## config.mk

```make
export PLATFORM = sky130hd
export DESIGN_NAME = axi_lite_pwm_multi
export DESIGN_NICKNAME = d
export VERILOG_FILES = /design/src/rtl/axi_lite_pwm_pkg.sv /design/src/rtl/axi_lite_pwm_multi_channel.sv /design/src/rtl/axi_lite_pwm_multi.sv
export SDC_FILE = /design/constraint.sdc
export NUM_CORES = 2
export LEC_CHECK = 0
export BUFFER_PORTS_ARGS = -buffer_cell sky130_fd_sc_hd__buf_4
export CORE_MARGIN = 2
export CORE_UTILIZATION = 45
export CTS_BUF_LIST = sky130_fd_sc_hd__clkbuf_4 sky130_fd_sc_hd__clkbuf_8
export DETAILED_ROUTE_END_ITERATION = 12
export SKIP_LAST_GASP = 1
export SLEW_MARGIN = 0
export SYNTH_ARGS = -nofsm -noshare
export SYNTH_HDL_FRONTEND = slang
export SYNTH_SLANG_ARGS = --single-unit
```

## constraint.sdc

```tcl
create_clock -name axi_lite_aclk -period 61.4 [get_ports axi_lite_aclk]
set_clock_uncertainty 0.2 [all_clocks]
set_input_delay 12.28 -clock axi_lite_aclk [delete_from_list [all_inputs] [get_ports axi_lite_aclk]]
set_output_delay 12.28 -clock axi_lite_aclk [all_outputs]
set_load 0.05 [all_outputs]
```

## src/rtl/axi_lite_pwm_pkg.sv

```systemverilog
// Shared definitions for the AXI4-Lite multi-channel PWM block: register map,
// response codes, bus FSM state types and the byte-strobe merge helper.
package axi_lite_pwm_pkg;

    // Word offsets within a channel's 16-byte window (address bits [3:2]).
    localparam logic [1:0] REG_CTRL   = 2'd0;
    localparam logic [1:0] REG_PERIOD = 2'd1;
    localparam logic [1:0] REG_DUTY   = 2'd2;
    localparam logic [1:0] REG_COUNT  = 2'd3;

    localparam int CTRL_EN  = 0;
    localparam int CTRL_INV = 1;

    localparam logic [1:0] RESP_OKAY   = 2'b00;
    localparam logic [1:0] RESP_SLVERR = 2'b10;

    typedef enum logic {W_IDLE, W_RESP} wr_state_e;
    typedef enum logic {R_IDLE, R_DATA} rd_state_e;

    function automatic logic [31:0] merge_wstrb(input logic [31:0] old_word,
                                                input logic [31:0] new_word,
                                                input logic [3:0]  strb);
        logic [31:0] merged;
        for (int b = 0; b < 4; b++) begin
            merged[b*8 +: 8] = strb[b] ? new_word[b*8 +: 8] : old_word[b*8 +: 8];
        end
        return merged;
    endfunction

endpackage

```

## src/rtl/axi_lite_pwm_multi_channel.sv

```systemverilog
// One PWM channel: double-buffered period/duty taken from the shadow registers
// at the period boundary (or continuously while idle), registered output pin.
module pwm_channel
    import axi_lite_pwm_pkg::*;
#(
    parameter int CNT_W = 32
) (
    input  logic             clk,
    input  logic             rst,
    input  logic             enable,
    input  logic             invert,
    input  logic [CNT_W-1:0] period_shadow,
    input  logic [CNT_W-1:0] duty_shadow,
    output logic             pwm,
    output logic [CNT_W-1:0] count
);

    logic [CNT_W-1:0] period_q;
    logic [CNT_W-1:0] duty_q;
    logic [CNT_W-1:0] cnt_q;
    logic             pwm_q;
    logic             last_cycle;
    logic             period_zero;
    logic             load;
    logic             raw;

    assign period_zero = (period_q == '0);
    assign last_cycle  = !period_zero && (cnt_q == period_q - CNT_W'(1));
    // A zero period has no boundary to wait for, so it keeps tracking the shadows.
    assign load        = !enable || period_zero || last_cycle;
    assign raw         = !period_zero && (cnt_q < duty_q);

    always_ff @(posedge clk or posedge rst) begin
        if (rst) begin
            period_q <= '0;
            duty_q   <= '0;
            cnt_q    <= '0;
            pwm_q    <= 1'b0;
        end else begin
            // NOTE: clocked state uses non-blocking assignments so every flop samples pre-edge values.
            if (load) begin
                period_q <= period_shadow;
                duty_q   <= duty_shadow;
            end
            if (!enable || period_zero || last_cycle) begin
                cnt_q <= '0;
            end else begin
                cnt_q <= cnt_q + CNT_W'(1);
            end
            pwm_q <= enable ? (raw ^ invert) : invert;
        end
    end

    assign pwm   = pwm_q;
    assign count = cnt_q;

endmodule

```

## src/rtl/axi_lite_pwm_multi.sv

```systemverilog
// AXI4-Lite slave with N_CH PWM channels: independent write and read FSMs,
// address decode with SLVERR on unmapped/unaligned/read-only targets, byte strobes.
module axi_lite_pwm_multi
    import axi_lite_pwm_pkg::*;
#(
    parameter int N_CH   = 4,
    parameter int CNT_W  = 32,
    parameter int ADDR_W = 12
) (
    input  logic              axi_lite_aclk,
    input  logic              axi_lite_areset,
    output logic [N_CH-1:0]   pwm,
    input  logic [ADDR_W-1:0] axi_lite_awaddr,
    input  logic              axi_lite_awvalid,
    output logic              axi_lite_awready,
    input  logic [31:0]       axi_lite_wdata,
    input  logic [3:0]        axi_lite_wstrb,
    input  logic              axi_lite_wvalid,
    output logic              axi_lite_wready,
    output logic [1:0]        axi_lite_bresp,
    output logic              axi_lite_bvalid,
    input  logic              axi_lite_bready,
    input  logic [ADDR_W-1:0] axi_lite_araddr,
    input  logic              axi_lite_arvalid,
    output logic              axi_lite_arready,
    output logic [31:0]       axi_lite_rdata,
    output logic [1:0]        axi_lite_rresp,
    output logic              axi_lite_rvalid,
    input  logic              axi_lite_rready
);

    localparam int CH_W = (N_CH > 1) ? $clog2(N_CH) : 1;

    wr_state_e wr_state, wr_next;
    rd_state_e rd_state, rd_next;

    logic              aw_held, w_held;
    logic [ADDR_W-1:0] awaddr_q;
    logic [31:0]       wdata_q;
    logic [3:0]        wstrb_q;
    logic [1:0]        bresp_q;
    logic [31:0]       rdata_q;
    logic [1:0]        rresp_q;

    logic [1:0]        ctrl   [N_CH];
    logic [CNT_W-1:0]  period [N_CH];
    logic [CNT_W-1:0]  duty   [N_CH];
    logic [CNT_W-1:0]  count  [N_CH];
    logic [31:0]       words  [N_CH][4];

    logic              aw_hs, w_hs, ar_hs, commit;
    logic [CH_W-1:0]   wr_ch, rd_ch;
    logic [1:0]        wr_off, rd_off;
    logic              wr_ok, rd_ok;
    logic [31:0]       wr_old, wr_merged, rd_word;

    assign aw_hs  = axi_lite_awvalid && axi_lite_awready;
    assign w_hs   = axi_lite_wvalid && axi_lite_wready;
    assign ar_hs  = axi_lite_arvalid && axi_lite_arready;
    assign commit = (wr_state == W_IDLE) && aw_held && w_held;

    assign wr_ch  = awaddr_q[4 +: CH_W];
    assign wr_off = awaddr_q[3:2];
    assign wr_ok  = (awaddr_q[1:0] == 2'b00) && (32'(awaddr_q) < 32'(16 * N_CH))
                    && (wr_off != REG_COUNT);
    assign rd_ch  = axi_lite_araddr[4 +: CH_W];
    assign rd_off = axi_lite_araddr[3:2];
    assign rd_ok  = (axi_lite_araddr[1:0] == 2'b00)
                    && (32'(axi_lite_araddr) < 32'(16 * N_CH));

    always_comb begin
        // NOTE: every combinational output gets a default first so no path can infer a latch.
        wr_old = '0;
        rd_word = '0;
        for (int i = 0; i < N_CH; i++) begin
            words[i][REG_CTRL]   = {30'b0, ctrl[i]};
            words[i][REG_PERIOD] = 32'(period[i]);
            words[i][REG_DUTY]   = 32'(duty[i]);
            words[i][REG_COUNT]  = 32'(count[i]);
            if (wr_ch == CH_W'(i)) wr_old = words[i][wr_off];
            if (rd_ch == CH_W'(i)) rd_word = words[i][rd_off];
        end
    end

    assign wr_merged = merge_wstrb(wr_old, wdata_q, wstrb_q);

    // Write FSM: state register, next state, outputs.
    always_ff @(posedge axi_lite_aclk or posedge axi_lite_areset) begin
        if (axi_lite_areset) wr_state <= W_IDLE;
        else                 wr_state <= wr_next;
    end

    always_comb begin
        wr_next = wr_state;
        case (wr_state)
            W_IDLE:  if (commit) wr_next = W_RESP;
            W_RESP:  if (axi_lite_bready) wr_next = W_IDLE;
            default: wr_next = W_IDLE;
        endcase
    end

    always_comb begin
        axi_lite_awready = (wr_state == W_IDLE) && !aw_held;
        axi_lite_wready  = (wr_state == W_IDLE) && !w_held;
        axi_lite_bvalid  = (wr_state == W_RESP);
    end

    // AW and W are captured independently and released together at commit.
    always_ff @(posedge axi_lite_aclk or posedge axi_lite_areset) begin
        if (axi_lite_areset) begin
            aw_held  <= 1'b0;
            w_held   <= 1'b0;
            awaddr_q <= '0;
            wdata_q  <= '0;
            wstrb_q  <= '0;
            bresp_q  <= RESP_OKAY;
        end else begin
            if (aw_hs) begin
                aw_held  <= 1'b1;
                awaddr_q <= axi_lite_awaddr;
            end
            if (w_hs) begin
                w_held  <= 1'b1;
                wdata_q <= axi_lite_wdata;
                wstrb_q <= axi_lite_wstrb;
            end
            if (commit) begin
                aw_held <= 1'b0;
                w_held  <= 1'b0;
                bresp_q <= wr_ok ? RESP_OKAY : RESP_SLVERR;
            end
        end
    end

    always_ff @(posedge axi_lite_aclk or posedge axi_lite_areset) begin
        if (axi_lite_areset) begin
            // NOTE: the register file is a handful of flops, so each entry is reset explicitly.
            for (int i = 0; i < N_CH; i++) begin
                ctrl[i]   <= '0;
                period[i] <= '0;
                duty[i]   <= '0;
            end
        end else if (commit && wr_ok) begin
            for (int i = 0; i < N_CH; i++) begin
                if (wr_ch == CH_W'(i)) begin
                    case (wr_off)
                        REG_CTRL:   ctrl[i]   <= wr_merged[1:0];
                        REG_PERIOD: period[i] <= wr_merged[CNT_W-1:0];
                        REG_DUTY:   duty[i]   <= wr_merged[CNT_W-1:0];
                        default:    ;
                    endcase
                end
            end
        end
    end

    assign axi_lite_bresp = bresp_q;

    // Read FSM: state register, next state, outputs.
    always_ff @(posedge axi_lite_aclk or posedge axi_lite_areset) begin
        if (axi_lite_areset) rd_state <= R_IDLE;
        else                 rd_state <= rd_next;
    end

    always_comb begin
        rd_next = rd_state;
        case (rd_state)
            R_IDLE:  if (ar_hs) rd_next = R_DATA;
            R_DATA:  if (axi_lite_rready) rd_next = R_IDLE;
            default: rd_next = R_IDLE;
        endcase
    end

    always_comb begin
        axi_lite_arready = (rd_state == R_IDLE);
        axi_lite_rvalid  = (rd_state == R_DATA);
    end

    always_ff @(posedge axi_lite_aclk or posedge axi_lite_areset) begin
        if (axi_lite_areset) begin
            rdata_q <= '0;
            rresp_q <= RESP_OKAY;
        end else if (ar_hs) begin
            rdata_q <= rd_ok ? rd_word : 32'h0;
            rresp_q <= rd_ok ? RESP_OKAY : RESP_SLVERR;
        end
    end

    assign axi_lite_rdata = rdata_q;
    assign axi_lite_rresp = rresp_q;

    for (genvar i = 0; i < N_CH; i++) begin : g_ch
        pwm_channel #(.CNT_W(CNT_W)) u_ch (
            .clk           (axi_lite_aclk),
            .rst           (axi_lite_areset),
            .enable        (ctrl[i][CTRL_EN]),
            .invert        (ctrl[i][CTRL_INV]),
            .period_shadow (period[i]),
            .duty_shadow   (duty[i]),
            .pwm           (pwm[i]),
            .count         (count[i])
        );
    end

endmodule

```

* Word-level counts from Yosys, hierarchy flattened
Cells that the tools add are included.
** Word-level totals
- Flip-flop bits (word level) :: 740
- Input port bits :: 67
- Output and inout port bits :: 45
- Word-level logic and storage cells :: 191
** Operators by class
- Add/sub/neg operators :: 8
- Order comparisons :: 8
- Eq/ne operators :: 13
- Muxes and demuxes :: 56
- Bitwise operators :: 8
- Reduce and logical (&&, ||, !) cells :: 60
** Operator list (count)
- 2-to-1 mux 32 bit :: 28
- binary-select mux 32 bit (select 2 bit) :: 8
- adder 32 x 1 -> 32 bit, second input constant :: 4
- equality test 32 bit :: 4
- zero test 32 bit :: 4
- less-than comparator 32 bit :: 4
- subtractor 32 x 1 -> 32 bit, second input constant :: 4
- AND reduction 3 bit :: 12
- 2-to-1 mux 8 bit :: 4
- less-than comparator 12 x 7 -> 1 bit, second input constant :: 2
- logical AND 1 bit :: 19
- 2-to-1 mux 1 bit :: 12
- equality test 2 bit, second input constant :: 5
- zero test 1 bit :: 10
- zero test 2 bit :: 5
- logical OR 1 bit :: 8
- equality test 2 x 1 -> 1 bit, second input constant :: 3
- greater-or-equal comparator 3 bit, second input constant :: 2
- inverter 2 -> 3 bit :: 2
- 2-to-1 mux 2 bit :: 2
- case mux 1 bit (2 select lines) :: 2
- nonzero test 2 bit :: 2
- XOR 1 bit :: 4
- inequality test 2 bit, second input constant :: 1
- inverter 1 bit :: 2

* Depth between registers and ports, before layout
- Depth after elaboration :: 9
- Depth in mapped cells :: 16
- Mapped depth without buffers :: 11

* Hierarchy
From an unflattened synthesis, not the netlist that was laid out.
** Unflattened totals
- Cell total of the unflattened synthesis :: 4345
- Area total of the unflattened synthesis :: 44114.8 um2
** By module, submodules not included
- axi_lite_pwm_multi :: instances 1, cells an instance 1992, area each 19794.0 um2, seq. area each 8758.4 um2
- pwm_channel at g_ch[2].u_ch ... :: instances 2, cells an instance 594, area each 6157.2 um2, seq. area each 2427.3 um2
- pwm_channel at g_ch[0].u_ch :: instances 1, cells an instance 585, area each 6022.0 um2, seq. area each 2427.3 um2
- pwm_channel at g_ch[1].u_ch :: instances 1, cells an instance 580, area each 5984.5 um2, seq. area each 2427.3 um2

* Worst setup path before layout
No wires, ideal clock.
- Path kind :: input -> register
- Start point :: input port axi_lite_araddr[3]
- End point :: register rdata_q[25] (netlist: axi_lite_rdata[25])
- Library setup time :: 0.121 ns
- Arrival time :: 14.479 ns
- Required time :: 61.079 ns
- Path slack :: 46.600 ns
- Stages :: 8
- Buffers on the path :: 5
- Path through :: clkbuf_1 buf_1 clkbuf_1 buf_1 clkbuf_1 mux2i_1 o21ai_0 a22o_1
** Between the ends
- Word-level cells in the longest chain between the ends :: 9
- Elaborated cells on any way between the ends :: 20
- Those cells by class :: 1 x order compare; 17 x mux; 1 x bitwise; 1 x reduce/logical
** RTL lines
- start, declared :: line axi_lite_pwm_multi.sv:23 : input logic [ADDR_W-1:0] axi_lite_araddr,
- inverter 2 -> 3 bit (implied by the code) :: line axi_lite_pwm_multi.sv:81 : if (rd_ch == CH_W'(i)) rd_word = words[i][rd_off];
- binary-select mux 32 bit (select 2 bit) :: line axi_lite_pwm_multi.sv:81
- 2-to-1 mux 32 bit (implied by the code) (2 in series) :: line axi_lite_pwm_multi.sv:81
- 2-to-1 mux 32 bit (4 in series) :: line axi_lite_pwm_multi.sv:81
- 2-to-1 mux 32 bit * :: line axi_lite_pwm_multi.sv:184 : rdata_q <= rd_ok ? rd_word : 32'h0;
- end signal, assigned :: line axi_lite_pwm_multi.sv:184
- end, declared :: line axi_lite_pwm_multi.sv:42 : logic [31:0] rdata_q;
Mark *: on every way between the ends. The rest lies on a longest branch, timed or not. The select of a mux whose other input is x is not followed.
A chain may end at the register's enable or synchronous reset.

* Worst setup path in the final report
- Start point :: input port axi_lite_araddr[2]
- End point :: register rdata_q[7] (netlist: axi_lite_rdata[7])
Same word-level chain as after synthesis.

==> results.txt <==
----------------------------------------------------
[Clock tree]
  Number of gates given a new drive strength after cts ... 0
  Number of CTS-inserted buffers ... 136
  Hold-fix buffers at CTS ... 0
  Deepest level of the CTS H-tree ... 4
  Cell at the root of the clock tree ... sky130_fd_sc_hd__clkbuf_8
  Number of sinks on the clock net ... 738
  Post-CTS setup buffer count ... 0
  Insertion delay to the later sink of the worst-skew pair ... 0.83 ns
  Clock tree from TritonCTS ... done
  Post-CTS clock slew at the launch and capture registers of the worst setup and hold paths ... approximately 0.05 ns
  Maximum root-to-sink buffer count ... 3

[Synthesis]
  Share of synthesized area occupied by flip-flops and latches ... 42.9%
  Number of cells produced by synthesis ... 4028
  Top_reg_cell synth ... sky130_fd_sc_hd__dfrtp_1
  Synthesis Warnings ... 0
  Mapped cell area ... approximately 0.043 mm²
  Largest cells by area after synthesis ... sky130_fd_sc_hd__dfrtp_1, sky130_fd_sc_hd__mux2_2, sky130_fd_sc_hd__ha_1
  Mean Syn Cell Area ... 10.7 µm²
  Number of flops mapped to enable cells by yosys ... 0
  Fraction of synthesized cell area taken by the top area cell type ... between 40% and 50%
  Cell taking the most area after synthesis ... sky130_fd_sc_hd__dfrtp_1
  FFs w/ async S/R, synth ... 100%
  Number of distinct library cells after synthesis ... 85
  Register bit count reported by yosys ... approximately 740

[Die]
  Number of standard-cell rows in the floorplan ... 113
  Core Area ... between 0.09 and 0.1 mm²
  Total die area ... 0.0983 mm²
  Ports ... 112
  Initial Utilization ... 45.4%
  Die boundary height ... 313 µm
  DIE WIDTH ... 313 µm

[Setup path]
  Classification of the worst setup path ... input port to flop
  Critical path capture point type ... flop
  Launching element type of the critical path ... input port
  Reg-to-reg slack, setup ... about 55 ns
  Critical path data required time ... 61.93 ns
  Peak fanout along the critical path ... 55
  Data arrival time at the worst-slack endpoint ... between 10 and 15 ns

[Placed design]
  Hpwl dp ... between 100000 and 150000 µm
  IO buf count ... 109
  Final weighted congestion in routability-driven placement ... 0.993
  Total placed cells including tap cells ... slightly above 5000
  Place WS ... 46.27 ns

[Cells and area]
  Area of the multi-input gates ... between 0.02 and 0.025 mm²
  Layout overhead on the synthesized area ... 10.8%
  Fraction of final layout cells sized beyond drive strength 1 ... a little over a quarter
  Final non-filler cell total ... 5420
  Commonest non-fill, non-tap cells in the layout ... sky130_fd_sc_hd__dfrtp_1, sky130_fd_sc_hd__mux2_2, sky130_fd_sc_hd__nor2_1
  Most common cell after layout, fill and taps aside ... sky130_fd_sc_hd__dfrtp_1
  Combined flip-flop and latch cell area ... 0.0185 mm²
  Fin nets ... 4257
  Layout fillers ... slightly below 9000

[Route]
  Count of nets left with antenna violations after detail routing ... 0
  Routed length per placed instance ... about 27 µm
  Detailed Route WL ... 147000 µm
  Drt initial violations ... 3261
  Via count of the routed design ... approximately 33000
  Number of optimization iterations in the first detailed-route pass ... 6
  Detailed-route vias per instance ... 6.11
  DRC errors left ... 0

[Global route]
  Initial antenna violation count ... 8
  Total global routing overflow ... 0
  Largest net degree at the start of global routing ... 157
  Vias in the first global route ... 31500
  Wire length of the first global-routing pass ... 217000 µm
  Combined global-route utilization of all metal layers ... 29.9%

[Status]
  Outcome ... complete, no violations

[Timing]
  Worst hold slack after final layout ... around 0.3 ns
  Worst max-slew margin expressed relative to the limit ... 14.3%
  Transition time at the pin with the least slew margin ... 1.25 ns
  Final cycle utilization of the critical path ... 23.3%
  Total Neg Setup Slack ... 0 ns
  Number of hold violations in the final report ... 0
  Final setup slack of the worst path ... approximately 47 ns
  Max-slew violation count ... 0
  Top achievable clock speed ... approximately 70 MHz
  Unrepaired setup endpoints after global routing ... no
  Minimum period implied by the final worst setup slack ... 14.30 ns
  Number of failing setup endpoints in the final timing report ... 0

[Hold path]
  Worst hold path type ... flop to flop

[Pwr]
  Peak supply drop ... 0.0200 mV
  Leakage Power ... about 22 nW
  Total power per unit cell area ... 29.9 mW/mm²
  Total power ... roughly 1.4 mW

[Run]
  Number of max-cap violations ... 0

----------------------------------------------------
[synthesized netlist by cell type (all sizes together) (6+ instances only)]
cell and instances:
or3 20, a21oi 172, nand2 216, xnor2 152, o22ai 13, nand4b 6, a211oi 53, mux2i 70
o211ai 11, mux4 59, a221oi 105, nor3b 6, a31oi 12, and2 40, clkbuf 203, nand4 68
and3 24, and4 16, nand3 64, a2111oi 9, nor2b 21, o41ai 8, dfrtp 738, nor2 290
mux2 640, ha 136, buf 78, o31ai 18, or2 8, or4 28, nand2b 34, nor4b 9
inv 171, a21o 38, a22oi 40, o21ai 121, xor2 142, nor4 55, o21a 6, nor3 64
[worst max-delay path, stage by stage]
cell and delay, ns:
sky130_fd_sc_hd__buf_4 0.30, sky130_fd_sc_hd__buf_4 0.75, sky130_fd_sc_hd__inv_1 0.40, sky130_fd_sc_hd__buf_4 0.37, sky130_fd_sc_hd__a211oi_1 0.33, sky130_fd_sc_hd__a21oi_1 0.06
sky130_fd_sc_hd__o21ai_0 0.16
[where the power goes]
part           internal, mW  switching, mW
clock network         0.278          0.218
registers             0.513         0.0445
logic                 0.116          0.257
[sequential cells by signal, summed over array words and instances (netlist names), 4 cells and up]
signal and count:
wstrb_q 4, period 128, axi_lite_rdata 32, g_ch.u_ch.period_q 128, ctrl 8, awaddr_q 12, g_ch.u_ch.duty_q 128, g_ch.u_ch.pwm 4
g_ch.u_ch.count 128, duty 128, wdata_q 32
[routing by layer]
layer	GRT usage, %	vias up	part of all wire [%]
li1	-	14700	-
met1	42.1	16700	43
met2	44.2	1485	44
met3	6.61	302	8.4
met4	13.2	6	4.6
met5	0	-	0.025
[worst paths after layout]
path / startpoint / endpoint / cells past startpoint
hold reg to reg: axi_lite_bresp[1]$_DFFE_PP0P_ / axi_lite_bresp[1]$_DFFE_PP0P_ / 1
max in group asynchronous: axi_lite_areset / g_ch[0].u_ch.period_q[29]$_DFFE_PP0P_ / 4
setup reg to reg: g_ch[1].u_ch.period_q[0]$_DFFE_PP0P_ / g_ch[1].u_ch.duty_q[6]$_DFFE_PP0P_ / 12
hold / removal: axi_lite_bresp[1]$_DFFE_PP0P_ / axi_lite_bresp[1]$_DFFE_PP0P_ / 1
setup / recovery: axi_lite_araddr[2] / axi_lite_rdata[7]$_DFFE_PP0P_ / 7
min in group asynchronous: axi_lite_areset / awaddr_q[0]$_DFFE_PP0P_ / 2
[through the flow]
step                util (%)  area (µm²)
finish                  50.3       47700
global placement        47.3       44900
global route            50.2       47700
CTS                     50.2       47700
floorplan                  -       43100
detailed placement      47.3       44900
[kinds of logic after synthesis]
family          Yosys count  share of synthesized area [%]
simple gates            982                           11.4
mux                     769                           21.4
flops                   738                           42.9
compound gates          656                           10.2
buf+inv                 452                           4.13
xor+xnor                294                           5.98
fa+ha+maj               136                           3.95
other cells               1                        0.00870
[final cells by class]
cell class                 count  share of cell area [%]
antenna                        5                  0.0262
clock buffer                 214                    5.57
sequential                   738                    38.7
tap                         1265                    3.31
multi-input combinational   2839                    48.1
timing repair buffer         168                    2.67
inverter                     171                    1.36
clock inverter                20                   0.312
Note: power is estimated with default switching activity, not from simulation.
